===== config.mk =====
export PLATFORM = sky130hd
export DESIGN_NAME = mem_writeback_stage
export DESIGN_NICKNAME = d
export VERILOG_FILES = /design/src/rtl/mem_writeback_stage.sv
export SDC_FILE = /design/constraint.sdc
export NUM_CORES = 1
export LEC_CHECK = 0
export ABC_AREA = 1
export CORE_MARGIN = 1
export CORE_UTILIZATION = 46
export DETAILED_ROUTE_END_ITERATION = 16
export PLACE_DENSITY_LB_ADDON = 0.12
export SYNTH_ARGS = -nofsm -noshare
export SYNTH_HDL_FRONTEND = slang
export SYNTH_SLANG_ARGS = --single-unit

===== constraint.sdc =====
create_clock -name clk -period 5.64 [get_ports clk]
set_clock_uncertainty 0.15 [all_clocks]
set_input_delay 1.128 -clock clk [delete_from_list [all_inputs] [get_ports clk]]
set_output_delay 1.128 -clock clk [all_outputs]
set_load 0.1 [all_outputs]

===== src/rtl/mem_writeback_stage.sv =====
// Final pipeline stage: data-memory access over req/gnt/rvalid, load alignment/extension,
// writeback source selection and exactly one register-file write per retiring instruction.
module mem_writeback_stage #(
    parameter int TIMEOUT_CYCLES = 16
) (
    input  logic        clk,
    input  logic        rst,
    input  logic        flush,
    input  logic        ex_valid,
    output logic        ex_ready,
    input  logic        ex_reg_we,
    input  logic [4:0]  ex_rd,
    input  logic [1:0]  ex_wb_sel,
    input  logic        ex_is_store,
    input  logic [2:0]  ex_funct3,
    input  logic [31:0] ex_alu_result,
    input  logic [31:0] ex_pc,
    input  logic [31:0] ex_csr_rdata,
    input  logic [31:0] ex_store_data,
    output logic        dmem_req,
    output logic        dmem_we,
    output logic [31:0] dmem_addr,
    output logic [31:0] dmem_wdata,
    output logic [3:0]  dmem_be,
    input  logic        dmem_gnt,
    input  logic        dmem_rvalid,
    input  logic [31:0] dmem_rdata,
    output logic        rf_we,
    output logic [4:0]  rf_waddr,
    output logic [31:0] rf_wdata,
    output logic        misalign_err,
    output logic        bus_err
);
    typedef enum logic [1:0] {IDLE = 2'd0, REQ = 2'd1, WAIT_RESP = 2'd2} state_t;
    localparam int CW = $clog2(TIMEOUT_CYCLES + 1);

    function automatic logic is_misaligned(input logic [2:0] f3, input logic [1:0] a);
        case (f3)
            3'b000, 3'b100: is_misaligned = 1'b0;
            3'b001, 3'b101: is_misaligned = a[0];
            3'b010:         is_misaligned = (a != 2'b00);
            default:        is_misaligned = 1'b1;
        endcase
    endfunction

    function automatic logic [3:0] byte_enables(input logic [2:0] f3, input logic [1:0] a);
        case (f3[1:0])
            2'b00:   byte_enables = 4'b0001 << a;
            2'b01:   byte_enables = 4'b0011 << a;
            default: byte_enables = 4'b1111;
        endcase
    endfunction

    function automatic logic [31:0] store_lanes(input logic [2:0] f3, input logic [31:0] d);
        case (f3[1:0])
            2'b00:   store_lanes = {4{d[7:0]}};
            2'b01:   store_lanes = {2{d[15:0]}};
            default: store_lanes = d;
        endcase
    endfunction

    function automatic logic [31:0] load_extend(input logic [2:0] f3, input logic [1:0] a,
                                                input logic [31:0] w);
        logic [31:0] s;
        s = w >> {a, 3'b000};
        case (f3)
            3'b000:  load_extend = {{24{s[7]}}, s[7:0]};
            3'b001:  load_extend = {{16{s[15]}}, s[15:0]};
            3'b100:  load_extend = {24'd0, s[7:0]};
            3'b101:  load_extend = {16'd0, s[15:0]};
            default: load_extend = s;
        endcase
    endfunction

    state_t          state_r, state_next_s;
    logic [CW-1:0]   cnt_r;
    logic [4:0]      rd_r;
    logic            reg_we_r, is_load_r, kill_r;
    logic [2:0]      f3_r;
    logic [1:0]      off_r;
    logic            accept_s, is_mem_s, misalign_s, mem_start_s, cnt_last_s;
    logic            done_s, timeout_s, abort_s, kill_now_s;
    logic [31:0]     wb_data_s;

    assign ex_ready    = (state_r == IDLE);
    assign accept_s    = (state_r == IDLE) && ex_valid && !flush;
    assign is_mem_s    = ex_is_store || (ex_wb_sel == 2'd1);
    assign misalign_s  = is_misaligned(ex_funct3, ex_alu_result[1:0]);
    assign mem_start_s = accept_s && is_mem_s && !misalign_s;
    assign cnt_last_s  = (cnt_r == CW'(TIMEOUT_CYCLES - 1));
    // A flush seen at any point of the access kills its register write.
    assign kill_now_s  = kill_r || flush;

    // Writeback source for non-memory instructions.
    always_comb begin
        wb_data_s = ex_alu_result;
        case (ex_wb_sel)
            2'd2:    wb_data_s = ex_pc + 32'd4;
            2'd3:    wb_data_s = ex_csr_rdata;
            default: wb_data_s = ex_alu_result;
        endcase
    end

    // Next-state logic and access completion/abort events.
    always_comb begin
        state_next_s = state_r;
        done_s       = 1'b0;
        timeout_s    = 1'b0;
        abort_s      = 1'b0;
        case (state_r)
            IDLE: begin
                if (mem_start_s) state_next_s = REQ;
                else             state_next_s = IDLE;
            end
            REQ: begin
                if (dmem_gnt) begin
                    if (dmem_rvalid) begin
                        state_next_s = IDLE;
                        done_s       = 1'b1;
                    end else begin
                        state_next_s = WAIT_RESP;
                    end
                end else if (flush) begin
                    state_next_s = IDLE;
                    abort_s      = 1'b1;
                end else if (cnt_last_s) begin
                    state_next_s = IDLE;
                    timeout_s    = 1'b1;
                end else begin
                    state_next_s = REQ;
                end
            end
            WAIT_RESP: begin
                if (dmem_rvalid) begin
                    state_next_s = IDLE;
                    done_s       = 1'b1;
                end else if (cnt_last_s) begin
                    state_next_s = IDLE;
                    timeout_s    = 1'b1;
                end else begin
                    state_next_s = WAIT_RESP;
                end
            end
            default: state_next_s = IDLE;
        endcase
    end

    // State register.
    always_ff @(posedge clk or posedge rst) begin
        if (rst) state_r <= IDLE;
        else     state_r <= state_next_s;
    end

    // Bus request, access context, error pulses and register-file write port.
    always_ff @(posedge clk or posedge rst) begin
        if (rst) begin
            dmem_req     <= 1'b0;
            dmem_we      <= 1'b0;
            dmem_addr    <= 32'd0;
            dmem_wdata   <= 32'd0;
            dmem_be      <= 4'd0;
            rf_we        <= 1'b0;
            rf_waddr     <= 5'd0;
            rf_wdata     <= 32'd0;
            misalign_err <= 1'b0;
            bus_err      <= 1'b0;
            cnt_r        <= '0;
            rd_r         <= 5'd0;
            reg_we_r     <= 1'b0;
            is_load_r    <= 1'b0;
            kill_r       <= 1'b0;
            f3_r         <= 3'd0;
            off_r        <= 2'd0;
        end else begin
            rf_we        <= 1'b0;
            misalign_err <= 1'b0;
            bus_err      <= 1'b0;
            if (accept_s && !is_mem_s && ex_reg_we && (ex_rd != 5'd0)) begin
                rf_we    <= 1'b1;
                rf_waddr <= ex_rd;
                rf_wdata <= wb_data_s;
            end
            if (accept_s && is_mem_s && misalign_s) begin
                misalign_err <= 1'b1;
            end
            if (mem_start_s) begin
                dmem_req   <= 1'b1;
                dmem_we    <= ex_is_store;
                dmem_addr  <= {ex_alu_result[31:2], 2'b00};
                dmem_wdata <= store_lanes(ex_funct3, ex_store_data);
                dmem_be    <= byte_enables(ex_funct3, ex_alu_result[1:0]);
                cnt_r      <= '0;
                rd_r       <= ex_rd;
                reg_we_r   <= ex_reg_we;
                is_load_r  <= !ex_is_store;
                kill_r     <= 1'b0;
                f3_r       <= ex_funct3;
                off_r      <= ex_alu_result[1:0];
            end else if (state_r != IDLE) begin
                cnt_r  <= cnt_r + CW'(1);
                kill_r <= kill_now_s;
                if (((state_r == REQ) && dmem_gnt) || abort_s || timeout_s) begin
                    dmem_req <= 1'b0;
                    dmem_we  <= 1'b0;
                end
                if (timeout_s) begin
                    bus_err <= 1'b1;
                end
                if (done_s && is_load_r && reg_we_r && (rd_r != 5'd0) && !kill_now_s) begin
                    rf_we    <= 1'b1;
                    rf_waddr <= rd_r;
                    rf_wdata <= load_extend(f3_r, off_r, dmem_rdata);
                end
            end
        end
    end
endmodule


==> results of run 1 <==
==> synthesized netlist by cell type, types with 2 or more instances <==
| library cell | number |
|---|---|
| nand3_2 | 2 |
| buf_2 | 18 |
| a21oi_1 | 33 |
| nand2_1 | 398 |
| a221oi_1 | 3 |
| o22ai_1 | 5 |
| o21bai_1 | 5 |
| o21ai_1 | 13 |
| o211ai_1 | 12 |
| dfrtp_1 | 128 |
| nor2_2 | 4 |
| o21ai_2 | 50 |
| buf_4 | 5 |
| o21ai_0 | 64 |
| or2_2 | 4 |
| nand3b_1 | 12 |
| a21oi_2 | 5 |
| buf_6 | 15 |
| nor2_1 | 129 |
| xor2_1 | 5 |
| nand3_4 | 2 |
| nand4_1 | 17 |
| inv_1 | 116 |
| ha_1 | 7 |
| clkbuf_1 | 18 |
| inv_2 | 5 |
| nand3_1 | 71 |
| nor3_1 | 4 |
==> layer usage <==
metal | part of all wire (%) | up-vias | GRT usage, %
met3 | 9.2 | 38 | 7.92
li1 | - | 4220 | -
met4 | 2.1 | 0 | 9.43
met5 | 0 | - | 0
met1 | 43 | 3884 | 42.0
met2 | 46 | 365 | 50.2
==> worst reg2reg max path, delay by kind of cell, from the launching register on <==
family                     cells  cell delay, ps
and+or+nand+nor                4            1060
adders and majority gates      1             410
DFF                            1             400
buffers and inverters          3            1100
==> how the worst max path moves through the flow <==
stage | endpoint | slack (ps) | cells past startpoint
CTS | ex_ready | 1790 | 3
floorplan | bus_err | 950 | 1
global route | dmem_wdata[21] | 1540 | 8
global placement | dmem_we | 1480 | 8
detailed placement | rd_r[4] | 1410 | 8
finish | dmem_wdata[19] | 1800 | 8
==> sequential cells by signal, summed over array words and instances (netlist names) <==
name          flops
bus_err           1
cnt_r             5
dmem_addr        30
dmem_be           4
dmem_req          1
dmem_wdata       32
dmem_we           1
f3_r              3
is_load_r         1
kill_r            1
misalign_err      1
off_r             2
rd_r              5
reg_we_r          1
rf_waddr          5
rf_wdata         32
rf_we             1
state_r           2
==> power groups by stage <==
stage	clock, mW	sequential, mW	combinational, mW
floorplan	0	2.75	0.569
global placement	0	1.34	2.69
detailed placement	0	1.34	2.71
CTS	1.12	1.33	2.72
global route	1.16	1.36	2.83
finish	1.11	1.33	2.71
==> cells by family (layout without fill, tap and decap cells) <==
family          Yosys count  count (layout)  share of synthesized area (%)
xor+xnor                  5               5                          0.540
fa+ha+maj                 7               7                           1.08
flops                   128             128                           39.5
other cells               1               3                         0.0462
simple gates            646             646                           33.0
compound gates          196             196                           15.6
buf+inv                 179             447                           10.2
==> placed cells by master (no fill, tap or decap), drive strengths merged <==
cell,instances
nand2,398
clkdlybuf4s50,286
nor2,134
dfrtp,128
inv,128
o21ai,127
nand3,75
a21oi,38
clkbuf,18
nand4,17
o211ai,12
nand3b,12
ha,7
buf,7
o22ai,5
o21bai,5
xor2,5
nor3,4
or2,4
clkinv,4
a221oi,3
conb,2
clkinvlp,2
bufinv,2
diode,1
a21boi,1
and3,1
a211oi,1
a31oi,1
o21a,1
nor3b,1
o221ai,1
o31ai,1
==> per-stage QoR <==
stage,hold WS [ps],util [%],setup WS [ps],cells,area [um2]
CTS,331,67.0,1790,1656,11600
finish,329,67.1,1800,1657,11600
detailed placement,316,63.6,1410,1624,11000
global placement,313,63.6,1480,1624,11000
global route,357,67.0,1540,1656,11600
floorplan,305,-,949,1163,8120
==> area by class of cell <==
cell class / instances / area [um2] / area share [%]
repair buffers: 293 / 2930 / 25.3
inverters: 122 / 465 / 4.03
well taps: 225 / 282 / 2.44
multi-input cells: 856 / 4090 / 35.4
clock buffers: 18 / 439 / 3.80
flip-flops and latches: 128 / 3200 / 27.7
clock inverters: 14 / 151 / 1.31
diodes: 1 / 2.50 / 0.0216
==> flow_summary.json, run 1 <==
{
  "status": "finished clean",
  "avgSynthCellArea_um2": 6.98,
  "synth_area_leaders": "dfrtp_1 39%, nand2_1 18%, nor2_1 6.0%, o21ai_2 5.4%, inv_1 5.4%",
  "reg2reg_depth": 8,
  "setup_viol_count_final": 0,
  "ys_warn_count": 0,
  "dpl.hpwl_um": 21500,
  "cp_common_cell": "nand2_1",
  "nFillCells": 1548,
  "wire_per_inst_um": 16.8,
  "cap_violations": 0,
  "pwr-share-clk_pct": 21.6,
  "start_util_pct": 47.1,
  "worstMarginPinSlew_ps": 1060,
  "htree_num_levels": 4,
  "holdPathEnd": "dmem_addr[5]",
  "finalCritPeriodShare_pct": 68.1,
  "synthFlopType": "dfrtp_1",
  "whs_path_depth": 2,
  "io_pins": 289,
  "synth_top_area_share_pct": 39.5,
  "ys_seq_area_share_pct": 39.5,
  "grtUsageTotal_pct": 31.4,
  "first_iter_violations": 641,
  "cp.arrival_ps": 4050,
  "path_buf_inv": 2,
  "first_pass_iters": 5,
  "place_congestion": 0.954,
  "min_path_type": "reg2reg",
  "final.setup.tns_ps": 0,
  "synthArstFlopShare_pct": 100,
  "start_kind": "primary input",
  "hold_violations": 0,
  "cts_setup_buffers": 0,
  "end_kind": "register",
  "synth_edf_count": 0,
  "area_growth_pct": 42.5,
  "synthCells": 1162,
  "reg2reg_to": "dmem_wdata[19]",
  "synthDistinctLibCells": 40,
  "placementRows": 48,
  "p_leak_nw": 5.37,
  "vias": 8507,
  "path_cells": "clkdlybuf4s50_1 -> nor2_4 -> nand2_1 -> a21boi_2 -> nand3_4 -> inv_1 -> nand2_1 -> nand2_1",
  "crit_required_ps": 5850,
  "ant_nets": 0,
  "cts_made_buffers": 17,
  "r2r_slack_ps": 2450,
  "ctsHoldBuffers": 0,
  "finalMaxSlewViolations": 0,
  "drive_gt1_share_pct": 8.11,
  "path_class": "in2reg",
  "crit_family": "buffers and inverters",
  "grt_antenna_before_repair": 2,
  "ys_ff_latch": 128,
  "fp.dieW_um": 135,
  "nNetsFinal": 1603,
  "syn-cell-area_mm2": 0.00811,
  "slowest_delay_ps": 860,
  "grt_pass1_vias": 8059,
  "postCtsResizedCells": 0,
  "slowest_stage": "inv_1",
  "power.switching_mw": 2.66,
  "grt-ovfl-total": 0,
  "seq_power_share_pct": 25.8,
  "report.power.total_mw": 5.15,
  "cts.sinks": 128,
  "clock_path_buffers": 2,
  "rsz0062_at_grt": "false",
  "remaining_drc_errors": 0,
  "min_period_ps": 3840,
  "die_area_mm2": 0.0182,
  "cts_tree": "done",
  "clkLatencyLatePin_ps": 430,
  "yosys.area.top_type": "dfrtp_1",
  "p_int_mw": 2.49,
  "rr_startpoint": "state_r[1]",
  "vias_per_cell": 5.13,
  "grt_max_degree": 104,
  "startpoint": "ex_funct3[1]",
  "comb_power_share_pct": 52.6,
  "min_from": "dmem_addr[5]",
  "routed_wl_um": 27800,
  "power-per-cell-area_mw_per_mm2": 446,
  "worstPathMaxFanout": 61,
  "max_freq_ghz": 0.261,
  "clk_pin_slew_ps": 50,
  "sw_frac_of_total_pct": 51.6,
  "grt_pass1_wl_um": 43100,
  "portBuffers": 286,
  "fp.coreArea_mm2": 0.0172,
  "ctsRootBufferMaster": "clkbuf_16",
  "relSlewSlack_pct": 29.1,
  "peakVddDrop_uv": 406,
  "dieHeight_um": 135
}
Power figures use the tool's default switching activity.
==> inputs of run 2 (changes only) <==
- clock period: 5.64 -> 3.88 ns (I/O delays scaled with it)
==> flow_summary.json, run 2 (synthesized netlist as in run 1, its figures left out) <==
{
  "power-per-cell-area_mw_per_mm2": 646,
  "worstMarginPinSlew_ps": 1060,
  "worstPathMaxFanout": 2,
  "min_path_type": "reg2reg",
  "final_common_cell": "nand2_1",
  "clkLatencyLatePin_ps": 420,
  "first_pass_iters": 5,
  "first_iter_violations": 554,
  "most-common-layout-cells": "398 x nand2_1, 283 x clkdlybuf4s50_1, 128 x nor2_1, 128 x dfrtp_1, 115 x inv_1",
  "portBuffers": 286,
  "diodes": 0,
  "cap_violations": 0,
  "drive_gt1_share_pct": 8.64,
  "cts_tree": "done",
  "grt_antenna_before_repair": 0,
  "cts_setup_buffers": 0,
  "start_kind": "register",
  "ctsRootBufferMaster": "clkbuf_16",
  "cts_made_buffers": 17,
  "vias_per_cell": 5.16,
  "setup_viol_count_final": 0,
  "min_period_ps": 2910,
  "io_pins": 289,
  "routed_wl_um": 28300,
  "fp.dieW_um": 135,
  "path_class": "reg2out",
  "grt_max_degree": 72,
  "clock_path_buffers": 2,
  "remaining_drc_errors": 0,
  "peakVddDrop_uv": 525,
  "placementRows": 48,
  "final_area_mm2": 0.0116,
  "startpoint": "rf_wdata[24]",
  "finalCritPeriodShare_pct": 74.9,
  "dpl_cell_area_mm2": 0.0110,
  "finalMaxSlewViolations": 0,
  "die_area_mm2": 0.0182,
  "slowest_delay_ps": 1170,
  "status": "finished clean",
  "min_from": "dmem_wdata[22]",
  "relSlewSlack_pct": 29.1,
  "rr_startpoint": "state_r[1]",
  "grt-ovfl-total": 0,
  "postCtsResizedCells": 0,
  "path_cells": "clkdlybuf4s50_1",
  "cts.sinks": 128,
  "wire_per_inst_um": 17.1,
  "dpl.hpwl_um": 22000,
  "fp.coreArea_mm2": 0.0172,
  "ant_nets": 0,
  "p_leak_nw": 5.41,
  "vias": 8569,
  "place_congestion": 0.964,
  "clk_pin_slew_ps": 60,
  "grtUsageTotal_pct": 32.0,
  "slowest_stage": "clkdlybuf4s50_1",
  "dieHeight_um": 135,
  "ctsHoldBuffers": 0,
  "crit_required_ps": 2950,
  "htree_num_levels": 4,
  "area_growth_pct": 43.3,
  "crit_family": "buffers and inverters",
  "end_kind": "output pin",
  "path_buf_inv": 1,
  "grt_pass1_wl_um": 44400,
  "max_freq_ghz": 0.344,
  "nNetsFinal": 1609,
  "final.setup.tns_ps": 0,
  "grt_pass1_vias": 8195,
  "rsz0062_at_grt": "false",
  "hold_violations": 0,
  "largestRegisters": "dmem_wdata: 32 flops, rf_wdata: 32 flops, dmem_addr: 30 flops",
  "start_util_pct": 47.1,
  "cp.arrival_ps": 1980
}
==> run 2: area by class of cell <==
| cell class | instances | area [um2] |
|---|---|---|
| fill | 1526 | 5610 |
| timing repair buffer | 299 | 2990 |
| clock buffer | 20 | 467 |
| multi-input combinational | 856 | 4090 |
| tap | 225 | 282 |
| inverter | 122 | 464 |
| clock inverter | 11 | 131 |
| sequential | 128 | 3200 |
==> run 2: worst register-to-register path: stages (launching register included) <==
cell and delay, ps:
dfrtp_1 400, inv_1 90, ha_1 400, nand3_1 200, nor2_1 170, nand3_2 160, nand2_1 510, inv_2 230
nand2_1 130, o211ai_1 90
==> run 2: metal layers <==
layer / track usage, % / routed length (um) / vias to the layer above
met5: 0 / 0 / -
met4: 9.30 / 585 / 0
met2: 50.4 / 13100 / 384
met1: 43.4 / 12200 / 3911
met3: 8.11 / 2460 / 39
li1: - / - / 4235
==> run 2: through the flow <==
stage | power [mW] | util, % | setup slack [ps] | instances | hold WS, ps
6_report | 7.51 | 67.4 | 973 | 1661 | 326
5_1_grt | 7.81 | 67.4 | 906 | 1661 | 346
4_1_cts | 7.53 | 67.4 | 948 | 1661 | 331
3_3_place_gp | 5.86 | 64.0 | 708 | 1630 | 315
3_5_place_dp | 5.89 | 64.0 | 668 | 1630 | 314
2_1_floorplan | 4.82 | - | 1250 | 1163 | 305
==> run 2: where the power goes <==
part           switching (mW)  internal, mW
clock                   0.630          1.00
combinational            2.97         0.978
sequential              0.251          1.68
total                    3.86          3.66
==> run 2: final timing paths <==
path / cells past startpoint / end / slack [ps]
min in group asynchronous: 2 / state_r[0] / 550
worst max register to register: 9 / rf_waddr[0] / 1230
worst min register to register: 2 / dmem_wdata[22] / 330
worst max-delay path: 1 / rf_wdata[24] / 970
worst min-delay path: 2 / dmem_wdata[22] / 330
max in group asynchronous: 3 / dmem_addr[25] / 2300
